==> src/rtl/elevador_pkg.sv <==
// elevador_pkg: shared FSM states and seven-segment lookup for the elevator controller
package elevador_pkg;
  typedef enum logic [1:0] {REPOSO, SUBIENDO, BAJANDO, PUERTA} estado_t;
  localparam logic [6:0] SEG7_TAB [16] = '{
    7'h3F, 7'h06, 7'h5B, 7'h4F, 7'h66, 7'h6D, 7'h7D, 7'h07,
    7'h7F, 7'h6F, 7'h77, 7'h7C, 7'h39, 7'h5E, 7'h79, 7'h71
  };
  function automatic logic [6:0] seg7(input logic [3:0] v);
    return SEG7_TAB[v];
  endfunction
endpackage

==> src/rtl/elevador_ctrl_seg7_dec.sv <==
// seg7_dec: registered hex to seven-segment decoder (gfedcba, active high)
module seg7_dec
  import elevador_pkg::*;
(
  input  logic       clk,
  input  logic       rst,
  input  logic [3:0] val,
  output logic [6:0] seg
);
  always_ff @(posedge clk or posedge rst)
    if (rst) seg <= 7'h3F;
    else     seg <= seg7(val);
endmodule

==> src/rtl/elevador_ctrl.sv <==
// elevador_ctrl: collective (SCAN) elevator scheduler with call latch, travel/dwell timing
// and a registered floor display.
module elevador_ctrl
  import elevador_pkg::*;
#(
  parameter int FLOORS      = 4,
  parameter int FLOOR_TICKS = 1000,
  parameter int DOOR_TICKS  = 500,
  localparam int FW         = $clog2(FLOORS)
) (
  input  logic              clk,
  input  logic              rst,
  input  logic [FLOORS-1:0] boton,
  input  logic              paro,
  output logic              motor_subir,
  output logic              motor_bajar,
  output logic              puerta,
  output logic [FW-1:0]     piso,
  output logic [FLOORS-1:0] pedidos,
  output logic [6:0]        display
);
  estado_t est, est_n;
  logic [FW-1:0] piso_n, nf;
  logic [FLOORS-1:0] ped_n, pend, ones, clr, blk;
  logic [FLOORS-1:0] arriba, abajo, arriba_n, abajo_n;
  logic [31:0] cnt, cnt_n;
  logic dir, dir_n, decide, aqui, ade, atr, tick_f, tick_d;
  always_comb begin
    ones     = '1;
    pend     = pedidos | boton;
    aqui     = boton[piso] | pedidos[piso];
    // idle/door decisions use only latched calls, giving one edge of call-to-motor latency
    arriba   = pedidos & (ones << (int'(piso) + 1));
    abajo    = pedidos & ~(ones << piso);
    ade      = dir ? |arriba : |abajo;
    atr      = dir ? |abajo : |arriba;
    nf       = (est == SUBIENDO) ? ((piso == FW'(FLOORS-1)) ? piso : piso + FW'(1))
                                 : ((piso == '0) ? piso : piso - FW'(1));
    arriba_n = pend & (ones << (int'(nf) + 1));
    abajo_n  = pend & ~(ones << nf);
    tick_f   = cnt == 32'(FLOOR_TICKS - 1);
    tick_d   = cnt == 32'(DOOR_TICKS - 1);
    est_n    = est;
    piso_n   = piso;
    cnt_n    = cnt;
    dir_n    = dir;
    clr      = '0;
    blk      = '0;
    decide   = 1'b0;
    if (est == REPOSO || est == PUERTA) blk[piso] = 1'b1;
    if (!paro)
      case (est)
        REPOSO: decide = 1'b1;
        PUERTA:
          if (boton[piso]) cnt_n = '0;
          else if (tick_d) decide = 1'b1;
          else cnt_n = cnt + 1;
        default:
          if (!tick_f) cnt_n = cnt + 1;
          else begin
            cnt_n  = '0;
            piso_n = nf;
            if (pend[nf]) begin
              clr[nf] = 1'b1;
              est_n   = PUERTA;
            end else if (!((est == SUBIENDO) ? |arriba_n : |abajo_n)) est_n = REPOSO;
          end
      endcase
    if (decide) begin
      cnt_n = '0;
      est_n = aqui ? PUERTA : ade ? (dir ? SUBIENDO : BAJANDO)
            : atr ? (dir ? BAJANDO : SUBIENDO) : REPOSO;
      dir_n = (!aqui && !ade && atr) ? !dir : dir;
    end
    ped_n = (pedidos | (boton & ~blk)) & ~clr;
  end
  always_ff @(posedge clk or posedge rst)
    if (rst) begin
      est         <= REPOSO;
      piso        <= '0;
      pedidos     <= '0;
      cnt         <= '0;
      dir         <= 1'b1;
      motor_subir <= 1'b0;
      motor_bajar <= 1'b0;
      puerta      <= 1'b0;
    end else begin
      est         <= est_n;
      piso        <= piso_n;
      pedidos     <= ped_n;
      cnt         <= cnt_n;
      dir         <= dir_n;
      motor_subir <= est_n == SUBIENDO && !paro;
      motor_bajar <= est_n == BAJANDO && !paro;
      puerta      <= est_n == PUERTA;
    end
  seg7_dec u_seg (
    .clk(clk),
    .rst(rst),
    .val(4'(piso_n)),
    .seg(display)
  );
endmodule

==> config.mk <==
export PLATFORM = sky130hd
export DESIGN_NAME = elevador_ctrl
export DESIGN_NICKNAME = d
export VERILOG_FILES = /design/src/rtl/elevador_pkg.sv /design/src/rtl/elevador_ctrl_seg7_dec.sv /design/src/rtl/elevador_ctrl.sv
export SDC_FILE = /design/constraint.sdc
export NUM_CORES = 1
export LEC_CHECK = 0
export CAP_MARGIN = 40
export CORE_MARGIN = 2
export CORE_UTILIZATION = 45
export DETAILED_ROUTE_END_ITERATION = 8
export PLACE_DENSITY = 0.75
export SLEW_MARGIN = 20
export SYNTH_ARGS = -nofsm -noshare
export SYNTH_HDL_FRONTEND = slang
export SYNTH_SLANG_ARGS = --single-unit
==> constraint.sdc <==
create_clock -name clk -period 2.95 [get_ports clk]
set_input_delay 0.4425 -clock clk [delete_from_list [all_inputs] [get_ports clk]]
set_output_delay 0.4425 -clock clk [all_outputs]
set_load 0.05 [all_outputs]
==> impl_results.md, run 1 <==
* Multi-input logic area at 0.00143 mm²
* DPL Wire Length at 4.25 mm
* Final Hold Fails at 0
* Register bit count reported by yosys at 48
* # clock sinks at 48
* RePlAce Congestion at 0.864
* R2R Setup Slk at 0.51 ns
* Max-slew violations at 0
* Clk buf depth at 2
* Comb power frac at 28.8%
* CP arrival at 2.82 ns
* Clock Latency Late Sink at 0.31 ns
* HP Class: primary input to asynchronous set/reset pin
* Ant. Diodes at 0
* Die Y at 82.1 µm
* Via count at 2,289
* TritonCTS buffer count at 5
* Syn_area_per_cell at 9.18 µm²
* Die area at 0.00674 mm²
* Switching pwr at 0.600 mW
* Count of different cell masters after synthesis at 50
* Drt wl/cell at 15.1 µm
* Max-cap violation count at 0
* Internal power at 1.16 mW
* Endpoints failing setup at 0
* Initial antenna violation count at 0
* Residual DRC at 0
* Worst slew pin tran at 0.668 ns
* Asr flop ratio synth at 100%
* Final period util at 87.8%
* Fraction of power consumed by sequential logic at 43.8%
* Starting Density at 46.3%
* Power per standard cell area at 557 mW/mm²
* PostCTS Resize Cnt at 0
* Reg2reg start: piso[0]
* Max_slew headroom at 55.3%
* Post-route antenna net violation count at 0
* Via density at 5.71
* First-pass iteration count of the detailed router at 4
* Site Rows at 28
* Sequential share of the synthesized area at 44.0%
* Largest net degree at the start of global routing at 41
* Setup ws final at 0.360 ns
* Reg clk slew, reported paths at 0.09 ns
* Max H-tree Level at 2
* Post-Synthesis Cells at 299
* TritonCTS clock tree: yes
* Yosys top cell area share at 39.2%
* Layout Utilization at 53.4%
* Pre-CTS setup slack at 0.0623 ns
* Layout filler cell count at 511
* RSZ-0062 raised after global routing: false
* Post-synth EDFFs at 0
* Vias in the first global route at 2,183
* Max VDD drop at 433 µV
* Post-CTS Hold Buffers at 0
* DIE WIDTH at 82.1 µm
* Clock Power Share at 27.4%
* Reg-to-reg endpoint: motor_bajar
* Top-count cell post-synth: nor2_1
* I/O pin count at 23
* Setup Fix Bufs, Post-CTS at 0
* Post-Syn Area at 0.00274 mm²
* Crit end category: register
* Fin Setup TNS at 0 ns
* Period minus WS final at 2.59 ns
* Leakage at 1.28 nW
* CP Class: primary input to register
* Tot GR Track Use at 19.5%
* Area delta synth->final at 15.3%
* Clock root buffer: clkbuf_8
* Primary FF master, synth: dfrtp_1
* Post-Syn Nets at 310
* 1st-iter DRT viols at 101
* R2R depth at 7
* CP startpoint kind: primary input
* Sequential cell area at 0.00121 mm²
* Worst clock skew at 0.00572 ns
* Switching Share at 34.0%
* Ranking of synthesized cells by area: dfrtp_1, nor2_1, dfstp_2, nand2_1, o21ai_0
* Crit-path max FO at 4
* PortBufs at 21
* Status: finished clean
* Synth area leader: dfrtp_1
* Final wirelength at 6.06 mm
* Fin nets at 336
* Ys Warns at 0
* First-pass GRT wire length at 10.2 mm
* Core area at 0.00592 mm²
* Synth top cells by count: nor2_1, dfrtp_1, nand2_1
* Crit path required time at 3.18 ns
* F_max at 0.386 GHz
* Share of layout cells above drive strength 1 at 11.0%
* Gr ovfl total at 0
[layout make-up]
class / instances / area share (%)
clock buffers: 5 / 2.17
clock inverters: 3 / 1.34
inverters: 11 / 1.30
multi-input cells: 229 / 45.3
flip-flops and latches: 48 / 38.2
well taps: 75 / 2.97
repair buffers: 30 / 8.78
[per-layer routing]
| layer | global-route usage, % | routed length, µm | up-vias |
|---|---|---|---|
| li1 | - | - | 1116 |
| met5 | 0 | 0 | - |
| met1 | 24.8 | 2740 | 1091 |
| met2 | 33.7 | 2900 | 70 |
| met4 | 6.83 | 136 | 0 |
| met3 | 3.19 | 286 | 12 |
[registers in the layout (all words and copies together) (netlist names)]
register     count
u_seg.seg        5
pedidos          4
motor_subir      1
est              2
dir              1
puerta           1
motor_bajar      1
piso             1
cnt             32
[cell usage in the layout (no fill, tap or decap), types with 3 or more instances in the layout]
cell type,synthesis,final
ha_1,4,4
nor2_1,46,46
nor3_1,11,11
xor2_1,6,6
and3_1,7,7
clkdlybuf4s50_1,0,21
o21a_1,5,5
nor4_1,7,7
a31oi_1,4,4
buf_4,3,9
nand4_1,12,12
clkbuf_8,0,5
nand2_1,27,27
dfstp_2,5,5
inv_1,10,9
mux2i_1,3,3
nor2b_1,6,6
a22o_1,8,8
xnor2_1,10,10
dfrtp_1,43,43
o21ai_0,20,20
nand3_1,9,9
a21oi_1,12,12
[stage by stage]
stage	total power [mW]	instance area (µm²)	hold slack [ns]	std cells
after floorplan	1.14	2740	0.476	299
after global placement	1.28	3050	0.497	393
after detailed placement	1.29	3050	0.516	393
after global routing	1.85	3160	0.359	401
final	1.76	3160	0.345	401
after CTS	1.77	3160	0.347	401
[power groups by stage]
stage                     logic, mW  clock network [mW]  registers [mW]
after floorplan               0.333                   0           0.812
after global placement        0.495                   0           0.783
after detailed placement      0.506                   0           0.785
after CTS                     0.510               0.489           0.771
after global routing          0.561               0.512           0.782
final                         0.508               0.483           0.772
[cells by family after synthesis]
group / count (synthesis) / synth area share, %
buffers and inverters: 22 / 3.78
XOR/XNOR: 16 / 5.11
flip-flops: 48 / 44.0
AO/OA/AOI/OAI: 59 / 15.4
other: 1 / 0.137
adder cells (fa/ha/maj): 6 / 2.55
AND/OR/NAND/NOR: 140 / 25.3
multiplexers: 7 / 3.69
[worst max-delay path by stage]
stage	startpoint	endpoint
2_1_floorplan	u_seg.seg[6]	motor_bajar
4_1_cts	boton[1]	motor_bajar
6_report	boton[1]	motor_bajar
5_1_grt	boton[3]	motor_bajar
3_5_place_dp	boton[1]	motor_bajar
3_3_place_gp	boton[3]	motor_bajar
[worst max-delay path, cell delays in order]
cell and delay, ns:
clkdlybuf4s50_1 0.47, mux4_2 0.54, nor3b_2 0.24, a31oi_1 0.16, or4_4 0.56, o32ai_4 0.18
inv_2 0.07, nor3_2 0.16
Note: power is estimated with default switching activity, not from simulation.
==> run 2, diff against run 1 <==
--- a/config.mk
+++ b/config.mk
@@ -9,6 +9,7 @@
 export CORE_MARGIN = 2
 export CORE_UTILIZATION = 45
 export DETAILED_ROUTE_END_ITERATION = 8
+export GPL_TIMING_DRIVEN = 1
 export PLACE_DENSITY = 0.75
 export SLEW_MARGIN = 20
 export SYNTH_ARGS = -nofsm -noshare
==> results of run 2 <==
Same layout as run 1: the final DEF is identical, and so are final timing and power.
==> run 3, diff against run 2 <==
--- a/config.mk
+++ b/config.mk
@@ -7,10 +7,10 @@
 export LEC_CHECK = 0
 export CAP_MARGIN = 40
 export CORE_MARGIN = 2
-export CORE_UTILIZATION = 45
+export CORE_UTILIZATION = 40
 export DETAILED_ROUTE_END_ITERATION = 8
 export GPL_TIMING_DRIVEN = 1
-export PLACE_DENSITY = 0.75
+export PLACE_DENSITY = 0.7
 export SLEW_MARGIN = 20
 export SYNTH_ARGS = -nofsm -noshare
 export SYNTH_HDL_FRONTEND = slang
==> constraint.sdc (replaced) <==
create_clock -name clk -period 2.6 [get_ports clk]
set_input_delay 0.39 -clock clk [delete_from_list [all_inputs] [get_ports clk]]
set_output_delay 0.39 -clock clk [all_outputs]
set_load 0.05 [all_outputs]
==> impl_results.md, run 3 (synthesis gave the netlist of run 1 again) <==
* Worst hold slack at 0.367 ns (was 0.345 ns)
* Clock Latency Late Sink at 0.31 ns (about the same)
* Crit end category: register (unchanged)
* DPL Wire Length at 4.39 mm (was 4.25 mm)
* Clock root buffer: clkbuf_8 (unchanged)
* Most frequent cells in the layout: nor2_1, dfrtp_1, nand2_1, clkdlybuf4s50_1, o21ai_0 (unchanged)
* Endpoints failing setup at 0 (unchanged)
* Reg-to-reg endpoint: motor_bajar (unchanged)
* Drt wl/cell at 14.4 µm (was 15.1 µm)
* Reg2reg start: cnt[19] (was piso[0])
* R2R depth at 7 (unchanged)
* Ant. Diodes at 0 (unchanged)
* # clock sinks at 48 (unchanged)
* Reg clk slew, reported paths at 0.10 ns (was 0.09 ns)
* Max_slew headroom at 51.7% (was 55.3%)
* Period minus WS final at 2.47 ns
* Share of layout cells above drive strength 1 at 14.0% (was 11.0%)
* CP startpoint kind: primary input (unchanged)
* TritonCTS buffer count at 5 (unchanged)
* Grt met2 use at 27.8% (was 33.7%)
* Gr ovfl total at 0 (unchanged)
* Max H-tree Level at 2 (unchanged)
* Register with the most flip-flops: cnt (unchanged)
* GRT Max-Usage Layer: met2 (unchanged)
* TritonCTS clock tree: yes (unchanged)
* First-pass GRT wire length at 10.3 mm (was 10.2 mm)
* Worst slew pin tran at 0.722 ns (was 0.668 ns)
* Core area at 0.00672 mm² (was 0.00592 mm²)
* RePlAce Congestion at 0.899 (was 0.864)
* Post-CTS Hold Buffers at 0 (unchanged)
* GRT met1 Usage at 22.9% (was 24.8%)
* Final Hold Fails at 0 (unchanged)
* Via density at 5.50 (was 5.71)
* Max-slew violations at 0 (unchanged)
* HP Class: primary input to asynchronous set/reset pin (unchanged)
* Commonest non-fill, non-tap cell in the layout: nor2_1 (unchanged)
* Post-route antenna net violation count at 0 (unchanged)
* I/O pin count at 23 (unchanged)
* Leakage at 1.33 nW (was 1.28 nW)
* Final period util at 94.9%
* Largest net degree at the start of global routing at 19 (was 41)
* F_max at 0.405 GHz
* CP Class: primary input to register (unchanged)
* Vias in the first global route at 2,212 (was 2,183)
* CP arrival at 2.70 ns (was 2.82 ns)
* Max VDD drop at 241 µV (was 433 µV)
* Worst clock skew at 0.0140 ns (was 0.00572 ns)
* Max reg flops at 32 (unchanged)
* RSZ-0062 raised after global routing: false (unchanged)
* First-pass iteration count of the detailed router at 4 (unchanged)
* Starting Density at 40.8% (was 46.3%)
* Status: finished clean (unchanged)
* Tot GR Track Use at 17.1% (was 19.5%)
* Met3 usage at 3.43% (was 3.19%)
* Power per standard cell area at 621 mW/mm² (was 557 mW/mm²)
* Final wirelength at 5.96 mm (was 6.06 mm)
* Crit path required time at 2.83 ns (was 3.18 ns)
* Residual DRC at 0 (unchanged)
* Clk buf depth at 2 (unchanged)
* DIE WIDTH at 86.8 µm (was 82.1 µm)
* Top flop regs: cnt: 32 flops, u_seg.seg: 5 flops, pedidos: 4 flops (unchanged)
* Tot Pwr at 2.02 mW (was 1.76 mW)
* PortBufs at 21 (unchanged)
* Area delta synth->final at 18.7% (was 15.3%)
* Crit-path max FO at 4 (unchanged)
* Site Rows at 30 (was 28)
* Via count at 2,284 (was 2,289)
* Fin nets at 345 (was 336)
* Setup Fix Bufs, Post-CTS at 0 (unchanged)
* PostCTS Resize Cnt at 0 (unchanged)
* Initial antenna violation count at 0 (unchanged)
* Die area at 0.00754 mm² (was 0.00674 mm²)
* 1st-iter DRT viols at 92 (was 101)
* Die Y at 86.8 µm (was 82.1 µm)
* R2R Setup Slk at 0.20 ns (was 0.51 ns)
* Max-cap violation count at 0 (unchanged)
## run 3: cell types whose count changed in the layout (fill, tap and decap cells not counted)
cell / before / now
buf_4: 9 / 17
clkinvlp_4: 1 / 0
buf_12: 0 / 1
clkinv_4: 0 / 2
dfrtp_1: 43 / 41
clkinv_2: 1 / 0
dfrtp_2: 0 / 2
## run 3: critical path, stage by stage
cell             delay [ns]
clkdlybuf4s50_1        0.45
mux4_2                 0.53
nor3b_2                0.20
a31oi_1                0.16
or4_4                  0.56
o32ai_4                0.18
inv_2                  0.07
nor3_2                 0.16
## run 3: how the worst max path moves through the flow
stage | cells after the start | slack, ns | to | start
2_1_floorplan | 8 | 0.05 | motor_bajar | u_seg.seg[6]
3_3_place_gp | 8 | -0.12 | motor_bajar | boton[1]
3_5_place_dp | 8 | -0.19 | motor_bajar | boton[1]
4_1_cts | 8 | 0.13 | motor_bajar | boton[1]
5_1_grt | 7 | 0.04 | motor_subir | boton[1]
6_report | 8 | 0.13 | motor_bajar | boton[1]
## run 3: area by class of cell
cell class,instances,area [µm²]
Fill cell,625,3460
Sequential cell,48,1210
Inverter,11,41.3
Multi-Input combinational cell,229,1430
Clock inverter,3,47.5
Timing Repair Buffer,39,358
Clock buffer,5,68.8
Tap cell,80,100
## run 3: layer usage
| layer | wire length, µm | part of all wire, % |
|---|---|---|
| met1 | 2820 | 47 |
| met5 | 0 | 0 |
| met4 | 102 | 1.7 |
| met2 | 2800 | 47 |
| met3 | 240 | 4.0 |
## run 3: through the flow
stage	worst slack, ns	utilization (%)	area [µm²]	setup TNS (ns)	cells
floorplan	0.0464	-	2750	0	299
global placement	-0.116	46.8	3140	-0.324	407
detailed placement	-0.188	46.8	3140	-0.790	407
CTS	0.127	48.5	3260	0	415
global route	0.0425	48.5	3260	0	415
finish	0.131	48.5	3260	0	415
## run 3: report_power, final
group	switching (mW)	internal, mW
sequential	0.0632	0.812
combinational	0.352	0.239
clock	0.267	0.290
